$ cat src/rtl/console_rx.sv
// console_rx: 8N1 serial receiver with a first-word-fall-through receive FIFO.
// The rx line is double-flopped, frames are sampled at bit midpoints and
// complete bytes are presented on a valid/ready stream.
//
// Optional build macro: CONSOLE_RX_PARITY_EN
//   When defined, frames are 8E1: a PARITY state samples one extra bit and
//   the parity_err output pulses when the even-parity check fails. The byte
//   is still pushed as long as the stop bit is high.
//
// Stream handshake: data_out is meaningful only while valid=1; a byte is
// consumed at a posedge where valid && ready, and the next entry (if any)
// appears the following cycle. ready while valid=0 has no effect.
module console_rx #(
    parameter int CLKS_PER_BIT = 434,
    parameter int FIFO_DEPTH   = 16
) (
    input  logic                          clk,
    input  logic                          rst,
    input  logic                          rx,
    output logic [7:0]                    data_out,
    output logic                          valid,
    input  logic                          ready,
    output logic [$clog2(FIFO_DEPTH):0]   count,
    output logic                          frame_err,
    output logic                          overrun,
`ifdef CONSOLE_RX_PARITY_EN
    output logic                          parity_err,
`endif
    output logic [2:0]                    o_dbg_state
);

    localparam int AW = $clog2(FIFO_DEPTH);
    localparam int CW = $clog2(CLKS_PER_BIT);

    // Last count value of a full bit period, and of the half period used to
    // land in the middle of the start bit.
    localparam logic [CW-1:0] CNT_LAST = CW'(CLKS_PER_BIT - 1);
    localparam logic [CW-1:0] CNT_HALF = CW'(CLKS_PER_BIT / 2 - 1);

    localparam logic [2:0] S_IDLE   = 3'd0;
    localparam logic [2:0] S_START  = 3'd1;
    localparam logic [2:0] S_DATA   = 3'd2;
    localparam logic [2:0] S_STOP   = 3'd3;
`ifdef CONSOLE_RX_PARITY_EN
    localparam logic [2:0] S_PARITY = 3'd4;
`endif

    logic          r_rx_meta;
    logic          r_rx_s;
    logic [2:0]    r_state;
    logic [CW-1:0] r_clk_cnt;
    logic [2:0]    r_bit_cnt;
    logic [7:0]    r_shift;
`ifdef CONSOLE_RX_PARITY_EN
    logic          r_par_bit;
    logic          r_parity_err;
`endif
    logic          r_frame_err;
    logic          r_overrun;

    logic [7:0]    r_mem [FIFO_DEPTH];
    logic [AW:0]   r_wr_ptr;
    logic [AW:0]   r_rd_ptr;

    logic          w_bit_tick;
    logic          w_stop_sample;
    logic          w_push;
    logic          w_frame_bad;
    logic          w_full;
    logic          w_pop;
    logic          w_wr_en;

    assign w_bit_tick    = (r_clk_cnt == CNT_LAST);
    assign w_stop_sample = (r_state == S_STOP) && w_bit_tick;
    assign w_push        = w_stop_sample && r_rx_s;
    assign w_frame_bad   = w_stop_sample && !r_rx_s;

    // Extra pointer MSB separates full from empty.
    assign count    = r_wr_ptr - r_rd_ptr;
    assign valid    = (count != '0);
    assign w_full   = (count == (AW + 1)'(FIFO_DEPTH));
    assign w_pop    = valid && ready;
    // A push into a full FIFO still lands if the head leaves in the same cycle.
    assign w_wr_en  = w_push && (!w_full || w_pop);
    assign data_out = valid ? r_mem[r_rd_ptr[AW-1:0]] : 8'h00;

    assign frame_err   = r_frame_err;
    assign overrun     = r_overrun;
    assign o_dbg_state = r_state;
`ifdef CONSOLE_RX_PARITY_EN
    assign parity_err  = r_parity_err;
`endif

    // Two-flop synchronizer; the line idles high so reset to 1.
    always_ff @(posedge clk) begin
        if (rst) begin
            r_rx_meta <= 1'b1;
            r_rx_s    <= 1'b1;
        end else begin
            r_rx_meta <= rx;
            r_rx_s    <= r_rx_meta;
        end
    end

    // Frame FSM: find the start edge, then sample each bit at its midpoint.
    always_ff @(posedge clk) begin
        if (rst) begin
            r_state   <= S_IDLE;
            r_clk_cnt <= '0;
            r_bit_cnt <= '0;
            r_shift   <= '0;
`ifdef CONSOLE_RX_PARITY_EN
            r_par_bit <= 1'b0;
`endif
        end else begin
            case (r_state)
                S_IDLE: begin
                    if (!r_rx_s) begin
                        r_state   <= S_START;
                        r_clk_cnt <= '0;
                    end
                end
                S_START: begin
                    if (r_clk_cnt == CNT_HALF) begin
                        r_clk_cnt <= '0;
                        r_bit_cnt <= '0;
                        // A line already back high at mid-start was a glitch.
                        r_state   <= r_rx_s ? S_IDLE : S_DATA;
                    end else begin
                        r_clk_cnt <= r_clk_cnt + 1'b1;
                    end
                end
                S_DATA: begin
                    if (w_bit_tick) begin
                        r_clk_cnt <= '0;
                        r_shift   <= {r_rx_s, r_shift[7:1]};
                        r_bit_cnt <= r_bit_cnt + 1'b1;
                        if (r_bit_cnt == 3'd7) begin
`ifdef CONSOLE_RX_PARITY_EN
                            r_state <= S_PARITY;
`else
                            r_state <= S_STOP;
`endif
                        end
                    end else begin
                        r_clk_cnt <= r_clk_cnt + 1'b1;
                    end
                end
`ifdef CONSOLE_RX_PARITY_EN
                S_PARITY: begin
                    if (w_bit_tick) begin
                        r_clk_cnt <= '0;
                        r_par_bit <= r_rx_s;
                        r_state   <= S_STOP;
                    end else begin
                        r_clk_cnt <= r_clk_cnt + 1'b1;
                    end
                end
`endif
                S_STOP: begin
                    // Leave at mid-stop-bit so a back-to-back start is not missed.
                    if (w_bit_tick) begin
                        r_clk_cnt <= '0;
                        r_state   <= S_IDLE;
                    end else begin
                        r_clk_cnt <= r_clk_cnt + 1'b1;
                    end
                end
                default: begin
                    r_state   <= S_IDLE;
                    r_clk_cnt <= '0;
                end
            endcase
        end
    end

    // Status pulses, one cycle each; a bad-stop byte is never pushed so the
    // two can never coincide.
    always_ff @(posedge clk) begin
        if (rst) begin
            r_frame_err  <= 1'b0;
            r_overrun    <= 1'b0;
`ifdef CONSOLE_RX_PARITY_EN
            r_parity_err <= 1'b0;
`endif
        end else begin
            r_frame_err  <= w_frame_bad;
            r_overrun    <= w_push && w_full && !w_pop;
`ifdef CONSOLE_RX_PARITY_EN
            r_parity_err <= w_stop_sample && (^{r_shift, r_par_bit});
`endif
        end
    end

    // FIFO storage; contents need no reset because valid gates data_out.
    always_ff @(posedge clk) begin
        if (w_wr_en) begin
            r_mem[r_wr_ptr[AW-1:0]] <= r_shift;
        end
    end

    // FIFO pointers, wrapping modulo 2*FIFO_DEPTH.
    always_ff @(posedge clk) begin
        if (rst) begin
            r_wr_ptr <= '0;
            r_rd_ptr <= '0;
        end else begin
            if (w_wr_en) begin
                r_wr_ptr <= r_wr_ptr + 1'b1;
            end
            if (w_pop) begin
                r_rd_ptr <= r_rd_ptr + 1'b1;
            end
        end
    end

endmodule

$ cat config.mk
export PLATFORM = sky130hd
export DESIGN_NAME = console_rx
export DESIGN_NICKNAME = d
export VERILOG_FILES = /design/src/rtl/console_rx.sv
export SDC_FILE = /design/constraint.sdc
export NUM_CORES = 1
export LEC_CHECK = 0
export ABC_AREA = 0
export BUFFER_PORTS_ARGS = -buffer_cell sky130_fd_sc_hd__buf_2
export CORE_ASPECT_RATIO = 1.5
export CORE_MARGIN = 1
export CORE_UTILIZATION = 60
export CTS_CLUSTER_DIAMETER = 60
export DETAILED_ROUTE_END_ITERATION = 7
export GPL_TIMING_DRIVEN = 0
export PLACE_DENSITY = 0.82
export SYNTH_ARGS = -nofsm -noshare
export SYNTH_HDL_FRONTEND = slang
export SYNTH_SLANG_ARGS = --single-unit
$ cat constraint.sdc
create_clock -name clk -period 8.6 [get_ports clk]
set_input_delay 0.43 -clock clk [delete_from_list [all_inputs] [get_ports clk]]
set_output_delay 0.43 -clock clk [all_outputs]
set_load 0.01 [all_outputs]
Word-level counts from Yosys, hierarchy flattened
Memories as Yosys holds them, arrays and structs flattened. A register that Yosys moved wholly into a read port is not among the register bits.
Cells that the tools add are included.

cells by class
  muxes and demuxes = 19
  eq/ne operators = 12
  $add $sub $neg = 5
  reductions and logical operators = 18

operators by type and width
  operator                                              number
  two-way mux 9 bit                                     3
  one-hot mux 9 bit (3 select lines)                    1
  two-way mux 3 bit                                     7
  one-hot mux 3 bit (4 select lines)                    1
  adder 5 x 1 -> 5 bit (second input constant)          2
  != test 2 bit (second input constant)                 5
  adder 9 x 1 -> 9 bit (second input constant)          1
  equality test 9 x 8 -> 1 bit (second input constant)  1
  equality test 9 bit (second input constant)           1
  two-way mux 4 bit                                     2
  two-way mux 8 bit                                     1
  logical AND 1 bit                                     7
  equality test 3 x 2 -> 1 bit (second input constant)  2
  one-hot mux 3 bit (2 select lines)                    1
  equality test 5 bit (second input constant)           1
  AND reduction 5 bit                                   1
  nonzero test 5 bit                                    1
  subtractor 5 bit                                      1
  adder 3 x 1 -> 3 bit (second input constant)          1
  equality test 3 x 1 -> 1 bit (second input constant)  1
  equality test 3 bit (second input constant)           1
  zero test 1 bit                                       3
  zero test 3 bit                                       1
  AND reduction 3 bit                                   1
  other kinds (6)                                       7

storage, ports and cells
  memories kept = 1
  register bits = 37
  memory bits (writable) = 128
  output and inout port bits = 19

memories
  name   depth  width  rd ports  clocked after Yosys merged registers in  wr ports  line  source
  r_mem  16     8      1         1                                        1         61    logic [7:0] r_mem [FIFO_DEPTH];

Logic depth before layout (Yosys ltp)
Gate-level depths: netlist (run 1).

  depth after elaboration = 7
  gate-level depth with buffers = 10
  gate-level depth less buffers = 9

Least setup slack after synthesis (run 1)
OpenSTA, ideal clock, no wires.

  kind = register to register
  start = register r_wr_ptr[0]
  end = memory r_mem[15][0], enable pin
  path slack = 5.677 ns
  setup time = 0.383 ns
  path buffers = 1
  required time = 8.217 ns
  arrival = 2.540 ns
  stages on the path, launching flop included = 11
  path through = dfxtp_1 inv_1 ha_1 inv_1 fa_1 xor2_1 nand4b_1 and2_0 clkbuf_1 nor2_1 nor3_1

between the ends
  longest elaborated chain between the ends = 7

ends and longest elaborated chain
  what                                                       line    source
  start: declaration                                         62      logic [AW:0] r_wr_ptr;
  start signal: assignment                                   209     r_wr_ptr <= r_wr_ptr + 1'b1;
  subtractor 5 bit (*)                                       79      assign count = r_wr_ptr - r_rd_ptr;
  named net count[2]                                         23      output logic [$clog2(FIFO_DEPTH):0] count,
  equality test 5 bit or nonzero test 5 bit (tied branches)  81, 80
  zero test 1 bit or logical AND 1 bit (tied branches)       84, 82
  logical OR 1 bit (*)                                       84      assign w_wr_en = w_push && (!w_full || w_pop);
  logical AND 1 bit (*)                                      84
  two-way mux 1 bit (*)                                      197     if (w_wr_en) begin
  two-way mux 1 bit (not written as such) (*)                198     r_mem[r_wr_ptr[AW-1:0]] <= r_shift;
  end: declaration                                           61

Mark *: on every way through the listed nets, which the timed path passes. The rest lies on a longest branch.

Final worst setup path (run 1)
  start = register r_wr_ptr[0]
  end = output port data_out[5]

between the ends
  longest elaborated chain between the ends = 3

ends and longest elaborated chain
  what                line  source
  subtractor 5 bit    79
  nonzero test 5 bit  80    assign valid = (count != '0);
  two-way mux 8 bit   85    assign data_out = valid ? r_mem[r_rd_ptr[AW-1:0]] : 8'h00;
  end: declaration    20    output logic [7:0] data_out,

Every way passes these cells.

==> results of run 1 <==
[flip-flops by register name, summed over array words and instances (netlist names), 2 cells and up, named ones only]
name         count
o_dbg_state      2
r_rd_ptr         5
r_clk_cnt        9
r_shift          8
r_wr_ptr         5
r_mem          128
r_bit_cnt        3
[power breakdown]
group          leakage (nW)  switching (mW)  internal, mW
Sequential             1.51         0.00857         0.870
Combinational         0.831           0.232         0.201
Clock                 0.313           0.315         0.494
Total                  2.65           0.555          1.57
[through the flow]
step	utilization (%)	worst slack, ns	cell area (um^2)	instances
2_1_floorplan	-	5.68	7070	461
3_3_place_gp	64.2	5.16	7360	632
3_5_place_dp	64.2	5.06	7360	632
4_1_cts	69.7	4.83	8000	664
5_1_grt	69.8	4.61	8010	664
6_report	69.8	4.86	8010	664
[layout make-up]
| type | instances | area [um^2] |
|---|---|---|
| buffer | 23 | 105 |
| multi-input combinational | 253 | 2260 |
| inverter | 17 | 63.8 |
| timing repair buffer | 21 | 105 |
| fill | 753 | 3470 |
| clock buffer | 17 | 425 |
| tap | 150 | 188 |
| sequential | 168 | 4640 |
| clock inverter | 15 | 213 |
[Yosys cell counts (3+ instances only)]
master / instances
edfxtp_1: 128
buf_2: 3
inv_1: 17
a311oi_1: 5
o2111ai_1: 5
xor2_1: 3
a211oi_1: 6
a21oi_1: 23
nand2b_1: 4
or2_2: 3
ha_1: 14
mux2_1: 4
mux4_2: 40
o21ai_0: 6
nand3b_1: 3
dfxtp_1: 40
nand3_1: 9
a21o_1: 3
nand4b_1: 3
nand4_1: 4
or3_1: 4
nor2_1: 35
nand2_1: 32
nor2b_1: 15
clkbuf_1: 15
[logic make-up after synthesis]
group	after synthesis	synth area share, %
xor gates and xnor gates	4	0.496
muxes	48	14.0
buffers and inverters	40	2.39
AOI/OAI and AO/OA	58	5.27
other	1	0.0530
DFF	168	65.7
adders and majority gates	15	2.76
and+or+nand+nor	127	9.35
[worst reg2reg max path, stage by stage, from the launching register on]
cell and delay [ns]:
dfxtp_1 0.35, inv_1 0.15, ha_1 0.19, inv_1 0.05
fa_1 0.40, xor2_1 0.26, nand4b_1 0.22, and2_0 0.15
clkbuf_1 0.25, o2111ai_1 0.30, nor2_1 0.74
[layout by cell type, fill, tap and decap left out, types with 5 or more instances in the layout]
master       n
nand2_1     32
dfxtp_1     40
a311oi_1     5
nand3_1      9
o21ai_0      6
mux4_2      40
o2111ai_1    5
buf_2       24
nor2b_1     15
a211oi_1     6
clkbuf_16   17
inv_1       17
a21oi_1     23
edfxtp_1   128
clkbuf_1    15
nor2_1      35
ha_1        14
inv_6        5
[worst max-delay path by stage]
stage | start | endpoint
2_1_floorplan | r_wr_ptr[0] | r_mem[15][0]
3_3_place_gp | r_wr_ptr[0] | r_mem[15][3]
3_5_place_dp | r_wr_ptr[0] | r_mem[15][2]
4_1_cts | r_wr_ptr[0] | data_out[5]
5_1_grt | r_wr_ptr[0] | data_out[7]
6_report | r_wr_ptr[0] | data_out[5]
[metal layers]
layer	part of all wire, %	track usage, %	up-vias
met5	0	0	-
met4	4.8	14.4	0
met3	5.8	5.12	42
met2	54	45.4	188
met1	35	28.6	2030
li1	-	-	1862
==> impl_metrics.json, run 1 <==
{
  "cap_violations": 0,
  "min_path_cells": 2,
  "gp_congestion": 0.834,
  "fmax_mhz": 267,
  "synth.distinct_cells": 50,
  "rows": 48,
  "syn_area_mm2": 0.00707,
  "areaGrowthSynthToFinish_pct": 13.2,
  "worst_slew_pin_slew_ns": 0.960,
  "grt-ovfl-total": 0,
  "cts_buffers": 17,
  "crit_buf_inv": 4,
  "crit_required_ns": 8.17,
  "syn_inst": 461,
  "routed_wl_um": 14500,
  "final_max_slew_viol_count": 0,
  "cts_root_buf": "clkbuf_16",
  "cp_cell_sequence": "inv_1, ha_1, inv_1, fa_1, nand3b_1, a211o_1, a22oi_1, clkbuf_1, nor2b_1, buf_2",
  "critical_path.most_common_cell": "inv_1",
  "num_antenna_cells": 0,
  "grt_max_degree": 19,
  "cts_max_path_buffers": 2,
  "slowest_stage": "clkbuf_1",
  "rrSetupSlack_ns": 5.17,
  "grt_pass1_vias": 4102,
  "relSlewSlack_pct": 35.2,
  "start_util_pct": 61.6,
  "fin_worst_skew_ns": 0.00715,
  "rsz0062_at_grt": "no",
  "ys.flop_type": "edfxtp_1",
  "avgSynthCellArea_um2": 15.3,
  "timing.rr.end": "r_mem[10][0]",
  "irDropWorstVdd_mv": 0.174,
  "hpwlAfterDp_um": 9660,
  "first_iter_violations": 289,
  "ctsHtreeMaxLevel": 4,
  "die_area_mm2": 0.0122,
  "period_minus_slack_ns": 3.74,
  "cts_sinks": 168,
  "firstDrtPassIters": 5,
  "vias": 4122,
  "setup_viol": 0,
  "hold_path_class": "in2reg",
  "clkTransAtPathRegs_ns": 0.06,
  "drive_gt1_share_pct": 21.2,
  "ioPinCount": 23,
  "yosysTopAreaCell": "edfxtp_1",
  "wl_per_cell_um": 21.8,
  "hold_viol": 0,
  "grt.total_usage_pct": 25.5,
  "portBuffers": 21,
  "status": "complete, no violations",
  "p_total_mw": 2.12,
  "worst-path-stages": 10,
  "power.density_mw_per_mm2": 265,
  "setup.worst_path.start_class": "flop",
  "antenna_found_initial": 0,
  "cts_tree": "done",
  "core_mm2": 0.0115,
  "hold_end": "r_rx_meta",
  "drc": 0,
  "grt_pass1_wl_um": 22500,
  "critPathArrivalTime_ns": 3.31,
  "clkLatencyLatePin_ns": 0.42,
  "synth_edf_count": 128,
  "cts_setup_buffers": 0,
  "worstSetupPathType": "reg2out",
  "worstRegToRegCells": 10,
  "die_y_um": 135,
  "nets": 520,
  "r2r_start": "r_wr_ptr[0]",
  "ys.warnings.count": 0,
  "holdWs_ns": 0.197,
  "antenna_left": 0,
  "cts_resized": 0,
  "ys_top_cells_by_area": "edfxtp_1, mux4_2, dfxtp_1",
  "tns_ns": 0,
  "critPathTopFamily": "buffers and inverters",
  "seq_area_frac_synth_pct": 65.7,
  "p_leak_nw": 2.65,
  "synth_top_area_share_pct": 54.4,
  "synth-seq-cells": 168,
  "holdCritStartpoint": "rx",
  "die_w_um": 90.6,
  "ctsHoldBuffers": 0,
  "fin_crit_sh_pct": 43.5,
  "syn_nets": 480,
  "max_stage_delay_ns": 0.47,
  "viasPerCell": 6.21,
  "worst-path-max-fanout": 10,
  "synth_async_sr_flop_share_pct": 0,
  "critPathCaptureType": "output port"
}
Power figures use the tool's default switching activity.
==> inputs of run 2 (changes only) <==
- ABC_AREA: 0 -> 1
- CORE_UTILIZATION: 60 -> 56
- PLACE_DENSITY: 0.82 -> 0.81
- clock period: 8.6 -> 3 ns (I/O delays scaled with it)
==> run 2 against run 1 <==
  * The run now ends with setup timing left
  * Wire length is 18% higher
  * Non-clock buffer count is 12 higher
  * Area after synthesis is 1.9% higher
  * Hold slack got worse by 0.12 ns
  * Sequential share of layout area shrank 1.0 points
  * Register-to-register slack got worse by 5.2 ns
  * Core utilization down 4.7 points
  * Cell count up 38%
  * Combinational power increased by 62%
  * Global-route usage grew 2.3 points
  * Total power is 150% higher
  * Design area up 1.8%
  * Largest cell class unchanged
==> impl_metrics.json, run 2 <==
{
  "synth.most_common_cell": "nand2_1",
  "cts_buffers": 17,
  "hpwlAfterDp_um": 11600,
  "final_cell_area_mm2": 0.00815,
  "ioPinCount": 23,
  "drc": 0,
  "avgSynthCellArea_um2": 10.3,
  "synth_edf_count": 128,
  "dpl_cell_area_mm2": 0.00751,
  "die_area_mm2": 0.0133,
  "syn_area_mm2": 0.00721,
  "hold_path_class": "in2reg",
  "viasPerCell": 5.86,
  "period_minus_slack_ns": 3.02,
  "vias": 5360,
  "ctsHtreeMaxLevel": 4,
  "ys_top_cells_by_area": "edfxtp_1, dfxtp_1, nand2_1",
  "irDropWorstVdd_mv": 0.462,
  "wl_per_cell_um": 18.7,
  "critPathArrivalTime_ns": 3.08,
  "worst_slack_ns": -0.0162,
  "fin_worst_skew_ns": 0.00952,
  "utilization_pct": 65.1,
  "nets": 764,
  "synth_common_cells": "nand2_1, edfxtp_1, a21oi_1",
  "core_mm2": 0.0125,
  "final_max_slew_viol_count": 0,
  "worstSetupPathType": "reg2reg",
  "grt_pass1_wl_um": 27300,
  "seq_area_frac_synth_pct": 64.4,
  "cts_setup_buffers": 0,
  "setup_viol": 9,
  "synth-seq-cells": 168,
  "crit_required_ns": 3.06,
  "grt_max_degree": 19,
  "drive_gt1_share_pct": 12.1,
  "largest_reg_flops": 128,
  "yosysTopAreaCell": "edfxtp_1",
  "fin_crit_sh_pct": 101,
  "fmax_mhz": 332,
  "synth_async_sr_flop_share_pct": 0,
  "layout_commonest_cell": "nand2_1",
  "start_util_pct": 57.6,
  "antenna_found_initial": 0,
  "cap_violations": 0,
  "syn_nets": 721,
  "grt-ovfl-total": 0,
  "die_y_um": 141,
  "hold_viol": 0,
  "rsz0062_at_grt": "yes",
  "seq_area_mm2": 0.00464,
  "synth.distinct_cells": 32,
  "gp_congestion": 0.892,
  "status": "finished with violations",
  "worst-path-max-fanout": 8,
  "syn_inst": 702,
  "cts_sinks": 168,
  "cts_root_buf": "clkbuf_16",
  "grt.total_usage_pct": 27.8,
  "firstDrtPassIters": 5,
  "multiInputGateArea_mm2": 0.00234,
  "worst_slew_pin_slew_ns": 0.817,
  "cts_tree": "done",
  "grt_pass1_vias": 5413,
  "clkLatencyLatePin_ns": 0.43,
  "ys.flop_type": "edfxtp_1",
  "antenna_left": 0,
  "relSlewSlack_pct": 45.5,
  "p_leak_nw": 2.94,
  "clkTransAtPathRegs_ns": 0.06,
  "power.density_mw_per_mm2": 639,
  "synth_top_area_share_pct": 53.3,
  "fill_cells": 942,
  "num_antenna_cells": 0,
  "cts_max_path_buffers": 2,
  "ys.warnings.count": 0,
  "layout.cells.most_common_list": "nand2_1, edfxtp_1, a21oi_1",
  "setup.worst_path.start_class": "flop",
  "first_iter_violations": 422,
  "die_w_um": 94.6,
  "violations": "setup timing",
  "rows": 50,
  "routed_wl_um": 17100,
  "critPathCaptureType": "flop",
  "areaGrowthSynthToFinish_pct": 13.0,
  "portBuffers": 21
}
[run 2: cell count changes in the layout (fill, tap and decap cells not counted), sizes merged, moves of 6 or more]
cell,delta
nor2,+16
a22oi,+18
o21ai,+12
inv,+24
mux4,-40
mux2,-6
nand3,+62
a211oi,-6
clkbuf,+6
nor2b,-15
a21oi,+52
nand2,+147
[run 2: metrics by stage]
step	hold WS (ns)	TNS, ns	setup slack (ns)	cells	power, mW
finish	0.0770	-0.0996	-0.0162	914	5.20
global route	0.0805	-11.44	-0.165	914	5.38
CTS	0.0670	-2.79	-0.148	914	5.21
detailed placement	0.340	-7.62	-0.154	879	3.23
global placement	0.338	0	0.00657	879	3.20
floorplan	0.254	0	0.379	702	3.01
[run 2: report_power, final]
part	total [mW]	internal [mW]	switching [mW]
sequential	2.50	2.48	0.0189
clock	2.00	1.07	0.931
combinational	0.700	0.221	0.479
total	5.20	3.77	1.43
[run 2: cell families (layout without fill, tap and decap cells)]
group / Yosys count / count (layout) / synth area share [%]
adder cells (fa/ha/maj): 15 / 15 / 2.71
AO/OA/AOI/OAI: 116 / 116 / 8.84
other: 1 / 1 / 0.0520
flip-flops: 168 / 168 / 64.4
AND/OR/NAND/NOR: 320 / 320 / 18.9
XOR/XNOR: 8 / 8 / 0.972
buffers and inverters: 74 / 130 / 4.05
[run 2: path summary, 6_finish.rpt]
| path | cells past startpoint | end | start | slack (ns) |
|---|---|---|---|---|
| worst max-delay path | 10 | r_mem[4][1] | r_wr_ptr[0] | -0.02 |
| worst min-delay path | 3 | r_rd_ptr[4] | ready | 0.08 |
| worst max register to register | 10 | r_mem[4][1] | r_wr_ptr[0] | -0.02 |
| worst min register to register | 1 | r_rx_s | r_rx_meta | 0.41 |
[run 2: critical path, cell delays in order (launching register included)]
cell,delay [ns]
dfxtp_1,0.36
inv_1,0.17
ha_1,0.17
inv_1,0.06
fa_1,0.41
xor2_1,0.20
nand2b_1,0.21
nor2_4,0.09
a21oi_2,0.25
nand2_1,0.26
nor2_2,0.48
[run 2: cell type report]
class	instances	area share, %
well taps	156	2.40
inverters	42	1.94
repair buffers	24	1.66
clock buffers	17	5.22
multi-input cells	460	28.7
flip-flops and latches	168	57.0
clock inverters	15	1.43
plain buffers	32	1.64
[run 2: layer usage]
metal | routed length [um] | track usage (%) | share of wire (%) | up-vias
met1 | 6260 | 30.7 | 37 | 2514
met3 | 1010 | 5.29 | 5.9 | 69
met4 | 862 | 16.3 | 5.0 | 0
met2 | 8970 | 48.8 | 52 | 248
li1 | - | - | - | 2529
met5 | 0 | 0 | 0 | -
[run 2: timing repair]
action                                 in CTS  in global routing
hold buffers                                3                  0
resized for setup                          11                 11
gates cloned                                0                  0
setup endpoints to repair                 114                129
endpoints found under the hold margin       2                  0
==> inputs of run 3 (changes only) <==
- CORE_UTILIZATION: 56 -> 58
- CTS_BUF_LIST: default -> sky130_fd_sc_hd__clkbuf_2
- PLACE_DENSITY: 0.81 -> 0.83
- TNS_END_PERCENT: default -> 100
==> run 3 against run 2 <==
  * The flow now finishes without violations
  * Design area decreased by 1.2%
  * First-iteration DRC count increased by 29%
  * Non-clock buffer count increased by 4
  * Fmax increased by 5.9%
  * Global-route usage increased by 0.22 points
  * Sequential power about the same
  * Clock-buffer cell count unchanged
  * Cell count increased by 0.11%
  * Via count increased by 2.0%
  * Die area decreased by 3.4%
  * Worst setup slack improved by 0.17 ns
  * Highest routed layer unchanged
==> impl_metrics.json, run 3 (same netlist as run 2, synthesis figures left out) <==
{
  "status": "complete, no violations",
  "cap_violations": 0,
  "hold_path_class": "in2reg",
  "busiest_layer": "met2",
  "grt_max_degree": 19,
  "crit_buf_inv": 3,
  "p_total_mw": 4.76,
  "setup_viol": 0,
  "vias": 5468,
  "start_util_pct": 59.7,
  "rrSetupSlack_ns": 0.17,
  "ctsHtreeMaxLevel": 4,
  "setup.worst_path.start_class": "flop",
  "hold_viol": 0,
  "cts_max_path_buffers": 2,
  "relSlewSlack_pct": 43.1,
  "power.density_mw_per_mm2": 591,
  "hold_end": "r_rx_s",
  "drc": 0,
  "grt_util_met3_pct": 5.67,
  "cts_tree": "done",
  "layout.cells.most_common_list": "nand2_1, edfxtp_1, a21oi_1",
  "slowest_stage": "clkbuf_1",
  "critPathCaptureType": "output port",
  "worst-path-max-fanout": 10,
  "worstSetupPathType": "reg2out",
  "die_area_mm2": 0.0129,
  "die_y_um": 139,
  "max_stage_delay_ns": 0.51,
  "rsz0062_at_grt": "yes",
  "final_max_slew_viol_count": 0,
  "timing.rr.end": "r_mem[2][6]",
  "cts_sinks": 168,
  "fin_crit_sh_pct": 94.9,
  "p_leak_nw": 2.91,
  "dpl_worst_slack_ns": -0.176,
  "first_iter_violations": 545,
  "holdCritStartpoint": "rst",
  "instances_no_fill": 915,
  "worstRegToRegCells": 10,
  "core_mm2": 0.0121,
  "rows": 49,
  "utilization_pct": 66.7,
  "dpl_cell_area_mm2": 0.00750,
  "gp_congestion": 0.920,
  "grt_pass1_wl_um": 26700,
  "grt_pass1_vias": 5325,
  "drive_gt1_share_pct": 14.7,
  "cts_buffers": 17,
  "nets": 768,
  "clkLatencyLatePin_ns": 0.72,
  "irDropWorstVdd_mv": 0.315,
  "grt_util_met2_pct": 51.2,
  "use_met1_pct": 31.1,
  "layout_commonest_cell": "nand2_1",
  "dp_cells": 876,
  "r2r_start": "r_rd_ptr[0]",
  "critPathArrivalTime_ns": 2.70,
  "clkTransAtPathRegs_ns": 0.24,
  "worst_slack_ns": 0.153,
  "ioPinCount": 23,
  "cp_cell_sequence": "buf_2, clkbuf_1, a21oi_1, a22oi_1, nand2_1, nand3_1, nand2_1, nor2_1, buf_2",
  "critPathTopFamily": "buffers and inverters",
  "worst_slew_pin_slew_ns": 0.853,
  "final_cell_area_mm2": 0.00805,
  "firstDrtPassIters": 6,
  "min_path_cells": 3,
  "grt.total_usage_pct": 28.1,
  "fmax_mhz": 351,
  "largest_reg_flops": 128,
  "viasPerCell": 5.98,
  "grt-ovfl-total": 0,
  "die_w_um": 93.0,
  "crit_required_ns": 2.85,
  "routed_wl_um": 17500,
  "areaGrowthSynthToFinish_pct": 11.7,
  "antenna_left": 0,
  "antenna_found_initial": 1,
  "portBuffers": 21,
  "period_minus_slack_ns": 2.85,
  "cts_root_buf": "clkbuf_2",
  "wl_per_cell_um": 19.1,
  "fin_worst_skew_ns": 0.0330,
  "hpwlAfterDp_um": 11500
}
==> run 3: changes by cell type in the layout (fill, tap and decap cells not counted), sizes merged <==
cell,change
clkinv,-3
clkinvlp,-2
dlygate4sd3,+1
clkbuf,+1
bufinv,+6
buf,+2
inv,-2
diode,+1
==> run 3: worst max-delay path by stage <==
stage	slack, ns	end	cells past startpoint	from
after floorplan	0.38	r_mem[0][0]	10	r_wr_ptr[0]
after global placement	-0.04	r_mem[6][2]	11	r_wr_ptr[0]
after detailed placement	-0.18	r_mem[2][3]	10	r_wr_ptr[0]
after CTS	-0.03	r_mem[0][7]	11	r_wr_ptr[0]
after global routing	-0.13	data_out[0]	9	flop
final	0.15	data_out[0]	9	flop
==> run 3: timing repair <==
action	in CTS	in global routing
gates resized for setup	15	40
hold buffers	4	0
buffers inserted	1	2
endpoints found under the hold margin	28	0
pin swaps	1	8
cloned	0	0
setup endpoints to repair	128	133
==> run 3: worst register-to-register path: stages, from the launching register on <==
cell,delay (ns)
dfxtp_2,0.44
ha_2,0.19
inv_2,0.04
fa_2,0.38
nand3_1,0.12
nand3_1,0.10
nand2_2,0.12
nor2_1,0.08
a21oi_2,0.27
nand2_1,0.40
nor2_4,0.40
==> run 3: metal layers <==
layer / part of all wire [%] / vias up
met4: 5.0 / 0
met5: 0 / -
li1: - / 2520
met1: 35 / 2628
met2: 53 / 246
met3: 6.4 / 74
==> run 3: power breakdown <==
group | internal (mW) | switching, mW
registers | 2.48 | 0.0204
logic | 0.240 | 0.499
clock network | 0.720 | 0.797
total | 3.44 | 1.32
==> run 3: metrics by stage <==
| stage | hold slack [ns] | setup TNS, ns |
|---|---|---|
| floorplan | 0.254 | 0 |
| global placement | 0.337 | -0.284 |
| detailed placement | 0.347 | -7.76 |
| CTS | 0.188 | -0.372 |
| global route | 0.156 | -0.181 |
| finish | 0.240 | 0 |
==> run 3: layout make-up <==
type                       count  area, um^2
fill                         896        4030
multi-input combinational    460        2410
buffer                        32         141
antenna                        1        2.50
sequential                   168        4650
clock inverter                14         244
timing repair buffer          28         168
inverter                      42         160
tap                          153         191
clock buffer                  17        85.1
